$ cat src/rtl/pattern_detector.sv
// Detects PATTERN (4 bytes, MSB first) repeated n_detec times back-to-back and raises a sticky flag.
// Flag is registered and visible right after the edge that samples the last byte; no backpressure.
module pattern_detector #(
  parameter logic [31:0] PATTERN = 32'hABCDEF23,
  parameter int          CNT_W   = 8
) (
  input  logic             clk,
  input  logic             rst,
  input  logic [7:0]       out_PRBS,
  input  logic [CNT_W-1:0] n_detec,
  output logic             Pattern_Flag
);

  typedef enum logic [1:0] {S0, S1, S2, S3} state_t;

  localparam logic [7:0] BYTE0 = PATTERN[31:24];
  localparam logic [7:0] BYTE1 = PATTERN[23:16];
  localparam logic [7:0] BYTE2 = PATTERN[15:8];
  localparam logic [7:0] BYTE3 = PATTERN[7:0];
  localparam logic [CNT_W-1:0] CNT_ONE = {{(CNT_W-1){1'b0}}, 1'b1};

  state_t           state, state_nxt;
  logic [CNT_W-1:0] count, count_nxt, count_inc;
  logic             flag_nxt;
  logic [7:0]       exp_byte;

  always_comb begin
    exp_byte = BYTE0;
    case (state)
      S0: exp_byte = BYTE0;
      S1: exp_byte = BYTE1;
      S2: exp_byte = BYTE2;
      S3: exp_byte = BYTE3;
      default: exp_byte = BYTE0;
    endcase
  end

  // Saturate so a long run never wraps back below n_detec.
  assign count_inc = (&count) ? count : count + CNT_ONE;

  always_comb begin
    state_nxt = state;
    count_nxt = count;
    flag_nxt  = Pattern_Flag;
    if (out_PRBS == exp_byte) begin
      case (state)
        S0: state_nxt = S1;
        S1: state_nxt = S2;
        S2: state_nxt = S3;
        S3: begin
          state_nxt = S0;
          count_nxt = count_inc;
          if ((n_detec != '0) && (count_inc >= n_detec)) flag_nxt = 1'b1;
        end
        default: state_nxt = S0;
      endcase
    end else begin
      // Any mismatch (including X) breaks the run; a stray first byte restarts the pattern.
      count_nxt = '0;
      if (out_PRBS == BYTE0) state_nxt = S1;
      else                   state_nxt = S0;
    end
  end

  always_ff @(posedge clk or posedge rst) begin
    if (rst) begin
      state        <= S0;
      count        <= '0;
      Pattern_Flag <= 1'b0;
    end else begin
      state        <= state_nxt;
      count        <= count_nxt;
      Pattern_Flag <= flag_nxt;
    end
  end

endmodule

$ cat config.mk
export PLATFORM = sky130hd
export DESIGN_NAME = pattern_detector
export DESIGN_NICKNAME = d
export VERILOG_FILES = /design/src/rtl/pattern_detector.sv
export SDC_FILE = /design/constraint.sdc
export NUM_CORES = 1
export LEC_CHECK = 0
export ABC_AREA = 1
export CAP_MARGIN = 5
export CORE_MARGIN = 2
export CORE_UTILIZATION = 46
export DETAILED_ROUTE_END_ITERATION = 10
export GPL_TIMING_DRIVEN = 0
export PLACE_DENSITY = 0.77
export SYNTH_ARGS = -nofsm -noshare
export SYNTH_HDL_FRONTEND = slang
export SYNTH_SLANG_ARGS = --single-unit
export TNS_END_PERCENT = 100
$ cat constraint.sdc
create_clock -name clk -period 1.69 [get_ports clk]
set_input_delay 0.338 -clock clk [delete_from_list [all_inputs] [get_ports clk]]
set_output_delay 0.338 -clock clk [all_outputs]
set_load 0.03 [all_outputs]
Word level (Yosys, flattened, before mapping):

Index checks and enable logic that the tools add are counted.

* bits in registers: 11
* bits of input ports: 18
* word-level logic and storage cells: 23

* add/subtract/negate cells: 1
* $lt $le $gt $ge: 1
* equality and inequality tests: 6
* multiplexer cells: 7
* reduce and logical (&&, ||, !) cells: 5

Operators with widths (count)
* 8-bit one-hot mux with 4 select lines: 1
* 8-bit 2-to-1 mux: 3
* 8-bit by 1-bit adder with 8-bit output (second input constant): 1
* 8-bit == test: 1
* 8-bit == test (second input constant): 1
* 8-bit >= comparator: 1
* 2-bit one-hot mux with 4 select lines: 1
* 8-bit AND reduction: 1
* 8-bit nonzero test: 1
* 2-bit == test (second input constant): 2
* 3-bit AND reduction: 1
* 2-bit by 1-bit == test with 1-bit output (second input constant): 1
* 2-bit logical NOT: 1
* 2-bit 2-to-1 mux: 1
* 2-bit by 1-bit inequality test with 1-bit output (second input constant): 1
* 1-bit logical AND: 1
* 1-bit 2-to-1 mux: 1

Logic depth before layout (Yosys ltp):

* depth after elaboration: 5
* mapped depth: 15
* mapped depth without buffers: 15

Least setup slack after synthesis:

Ideal clock, no wire load.

* kind: reg-to-reg
* start point: reg count[0]
* end point: reg Pattern_Flag
* library setup time: 0.117 ns
* data arrival time: 1.752 ns
* path slack: -0.180 ns
* stages on the path, launching flop included: 16
* buffers on the path: 0
* cells stage by stage: dfrtp_1 -> ha_1 -> nand3_2 -> nor2_4 -> nand2_4 -> nand2_1 -> o21ai_2 -> ha_1 -> nand2_1 -> nor2_1 -> nor2_1 -> nand2_1 -> nand2_1 -> nand2_1 -> nand3_1 -> nand2_1

* longest elaborated chain between the ends: 5

RTL lines
* start: declaration: RTL line 23 `logic [CNT_W-1:0] count, count_nxt, count_inc;`
* start signal: assignment: RTL line 72 `count <= count_nxt;`
* 8-bit by 1-bit adder with 8-bit output or 8-bit AND reduction (tied branches): RTL line 39 `assign count_inc = (&count) ? count : count + CNT_ONE;`
* 8-bit 2-to-1 mux *: RTL line 39
* 8-bit >= comparator *: RTL line 53 `if ((n_detec != '0) && (count_inc >= n_detec)) flag_nxt = 1'b1;`
* 1-bit logical AND *: RTL line 53
* 3-bit AND reduction (no source line) *
* end signal: assignment: RTL line 73 `Pattern_Flag <= flag_nxt;`
* end: declaration: RTL line 11 `output logic Pattern_Flag`

Every way passes the cells marked *; elsewhere a longest branch is shown, timed or not.
A chain may end at the register's enable or synchronous reset.

Final worst setup path:

* start point: reg count[1]
* end point: reg Pattern_Flag

Same word-level chain as after synthesis.

==> impl_results.md <==
- Status: finished with violations
- Failing checks: negative setup slack
- Leakage: roughly 0.00070 uW
- Most common cell in the synthesized netlist: nand2_1
- Max Slew Vio Count: 0
- CP max FO: 2
- Clock slew at reported path FFs: 0.07 ns
- Syn. warnings: 0
- RSZ-0062 raised after global routing: true
- DRC Markers: 0
- Switching Fraction: 0.249
- Synth cell types: 20
- First-pass GRT wire length: 3690 um
- CP startpoint kind: register
- Clock Latency Late Sink: 0.27 ns
- Asr flop ratio synth: 1.00
- Share of cells above drive strength 1: 0.230
- Cells along the critical path: buf_4 -> buf_4 -> nand3_2 -> xor2_1 -> nand2_1 -> ha_4 -> nand2_1 -> nor2_1 -> nor2_1 -> nand2_1 -> nand2_1 -> nand2_1 -> nand3_1 -> nand2_1
- Max Clk Rate: 0.509 GHz
- Vias/cell: roughly 5
- Synth top area share: 0.265
- Area leader, netlist: dfrtp_1
- Setup slack after layout: -0.275 ns
- Mapped cell area: 1040 sq um
- Number of port buffers: 18
- Largest net degree at the start of global routing: 12
- Syn_nets: 180
- Slew Limit Headroom: 0.724
- Vias: slightly above 1000
- Clock skew: 0.00318 ns
- Area Growth Syn to Fin: 42.4%
- Largest stage delay, worst path: 0.41 ns
- CP Buf/Inv Count: 2
- Drt first-iter violations: 14
- Worst R2R Path Depth: 14
- Worst path top cell family by delay: simple AND/OR/NAND/NOR gates
- Post-placement cell area: between 1000 and 1500 sq um
- Cts hold-fix bufs: 0
- Final Core Density: 0.682
- Root Buffer: clkbuf_4
- Crit end category: register
- Syn_area_per_cell: 6.97 sq um
- Fill cell count: 186
- Initial Util: 0.479
- CTS Buf Count: 3
- Clock sinks: 11
- Top_reg_cell synth: dfrtp_1
- CTS tree: done
- Reg area: ~280 sq um
- Area of the multi-input gates: 807 sq um
- Combinational share of power: 0.175
- Hold Vio Cnt, Final: 0
- Synth top area cells: dfrtp_1 (27%), nand2_1 (17%), ha_1 (16%)
- Io pins: 19
- Die Area: 2650 sq um
- P_int: 407 uW
- H-tree levels: 1
- Fin nets: 210
- Final setup vio count: 1
- Site row count: 17
- Core Region: approximately 2200 sq um
- Most used cell, CP: nand2_1
- Die Wd: 51.5 um
- DP HPWL: 1710 um
- Pwr/cell area: 366 nW/um^2
- CP Class: reg2reg
- Maximum clock path buffer count: 2
- WP data required: ~1.9 ns
- Synthesized flop and latch total: 11
- EDFF count, synth: 0
- Clock power frac: 0.339
- # diodes: 0
- All-Layer GR Usage: 0.188
- Sequential area share after synthesis: 0.265
- Critical path arrival: 2.18 ns
- Peak supply drop: between 0.0002 and 0.00025 V
- Tmin final: 1.96 ns
- Net Sw Power: 135 uW
- Initial antenna violation count: 0
- GP Congestion: 0.817
- Final period util: 1.16
- Final ANT Viol Nets: 0
- Hold Path Class: in2async
- Routed wire length: 2420 um
- Die height: 51.5 um
- Grt total ovfl: 0
- Flop pwr share: 0.486
- R2r setup slk: -0.27 ns
- Critical R2R Launch: count[1]$_DFFE_PP0P_
- Commonest cells post-synth: nand2_1 (47), inv_1 (26), ha_1 (13)
- Fin area: 1480 sq um
- Reg-to-Reg End: Pattern_Flag$_DFFE_PP0P_
- Vias in the first global route: between 900 and 1000
- Max-Cap Viols: 0
- Setup WS pre-CTS: -0.407 ns
- Worst slew pin tran: 0.413 ns
- Slowest-stage cell, CP: dfrtp_1
- Syn Inst Count: 149
- Drt pass-1 iters: 5
- Routed WL per cell: 11.8 um
==> registers in the layout (all words and copies together) (netlist names) <==
signal / count
count: 8
state: 2
Pattern_Flag: 1
==> metrics by stage <==
stage / hold slack, ns / setup TNS, ns / total power, uW / std cells
2_1_floorplan: 0.190 / -0.177 / 301 / 149
3_3_place_gp: 0.447 / -0.322 / 350 / 195
3_5_place_dp: 0.470 / -0.423 / 353 / 195
4_1_cts: 0.354 / -0.305 / 538 / 204
5_1_grt: 0.370 / -0.476 / 577 / 206
6_report: 0.344 / -0.275 / 542 / 206
==> final cells by class <==
class,count,share of cell area
Tap cell,28,0.0237
Timing Repair Buffer,25,0.157
Inverter,27,0.0685
Multi-Input combinational cell,111,0.546
Sequential cell,11,0.187
Clock buffer,4,0.0178
==> what timing repair did <==
item / 4_1_cts / 5_1_grt
buffers inserted: 5 / 2
endpoints found under the setup margin: 1 / 9
endpoints found under the hold margin: 0 / 0
pin swaps: 3 / 10
resized for setup: 3 / 22
==> worst max path at each step <==
stage                                    start                        to  slack (ns)  cells after the start
after floorplan           count[0]$_DFFE_PP0P_  Pattern_Flag$_DFFE_PP0P_       -0.18                     15
after global placement    count[0]$_DFFE_PP0P_  Pattern_Flag$_DFFE_PP0P_       -0.32                     15
after detailed placement  count[0]$_DFFE_PP0P_  Pattern_Flag$_DFFE_PP0P_       -0.41                     15
after CTS                 count[1]$_DFFE_PP0P_  Pattern_Flag$_DFFE_PP0P_       -0.31                     14
after global routing      count[1]$_DFFE_PP0P_  Pattern_Flag$_DFFE_PP0P_       -0.45                     14
final                     count[1]$_DFFE_PP0P_  Pattern_Flag$_DFFE_PP0P_       -0.27                     14
==> cell usage in the layout, fill, tap and decap left out, types with 3 or more instances in the layout <==
master and instances:
dfrtp_1 10, nor2_2 3, o21ai_0 3, xor2_1 3
o21ai_1 5, nor2_1 10, nand3b_1 3, nand2_2 4
clkbuf_4 3, ha_1 6, nand3_1 7, nand2_1 42
nor2_4 4, buf_4 7, clkdlybuf4s50_1 18, inv_2 3
inv_1 24, ha_4 6
==> per-layer routing <==
layer / global-route usage / share of wire
met1: 0.203 / 0.40
met2: 0.344 / 0.55
met3: 0.0287 / 0.037
met4: 0.110 / 0.021
met5: 0 / 0
==> logic make-up (layout without fill, tap and decap cells) <==
family / Yosys count / count (layout) / share of synthesized area
DFF: 11 / 11 / 0.265
AOI/OAI and AO/OA: 14 / 14 / 0.0771
buffers and inverters: 27 / 56 / 0.0976
and+or+nand+nor: 80 / 80 / 0.363
adders and majority gates: 13 / 13 / 0.157
xor gates and xnor gates: 4 / 4 / 0.0410
==> power groups by stage <==
| stage | registers, uW | logic (uW) | clock network [uW] |
|---|---|---|---|
| finish | 263 | 94.9 | 183 |
| global placement | 268 | 81.4 | 0 |
| global route | 263 | 106 | 208 |
| floorplan | 268 | 32.7 | 0 |
| detailed placement | 269 | 84.1 | 0 |
| CTS | 263 | 84.6 | 190 |
Note: power is estimated with default switching activity, not from simulation.
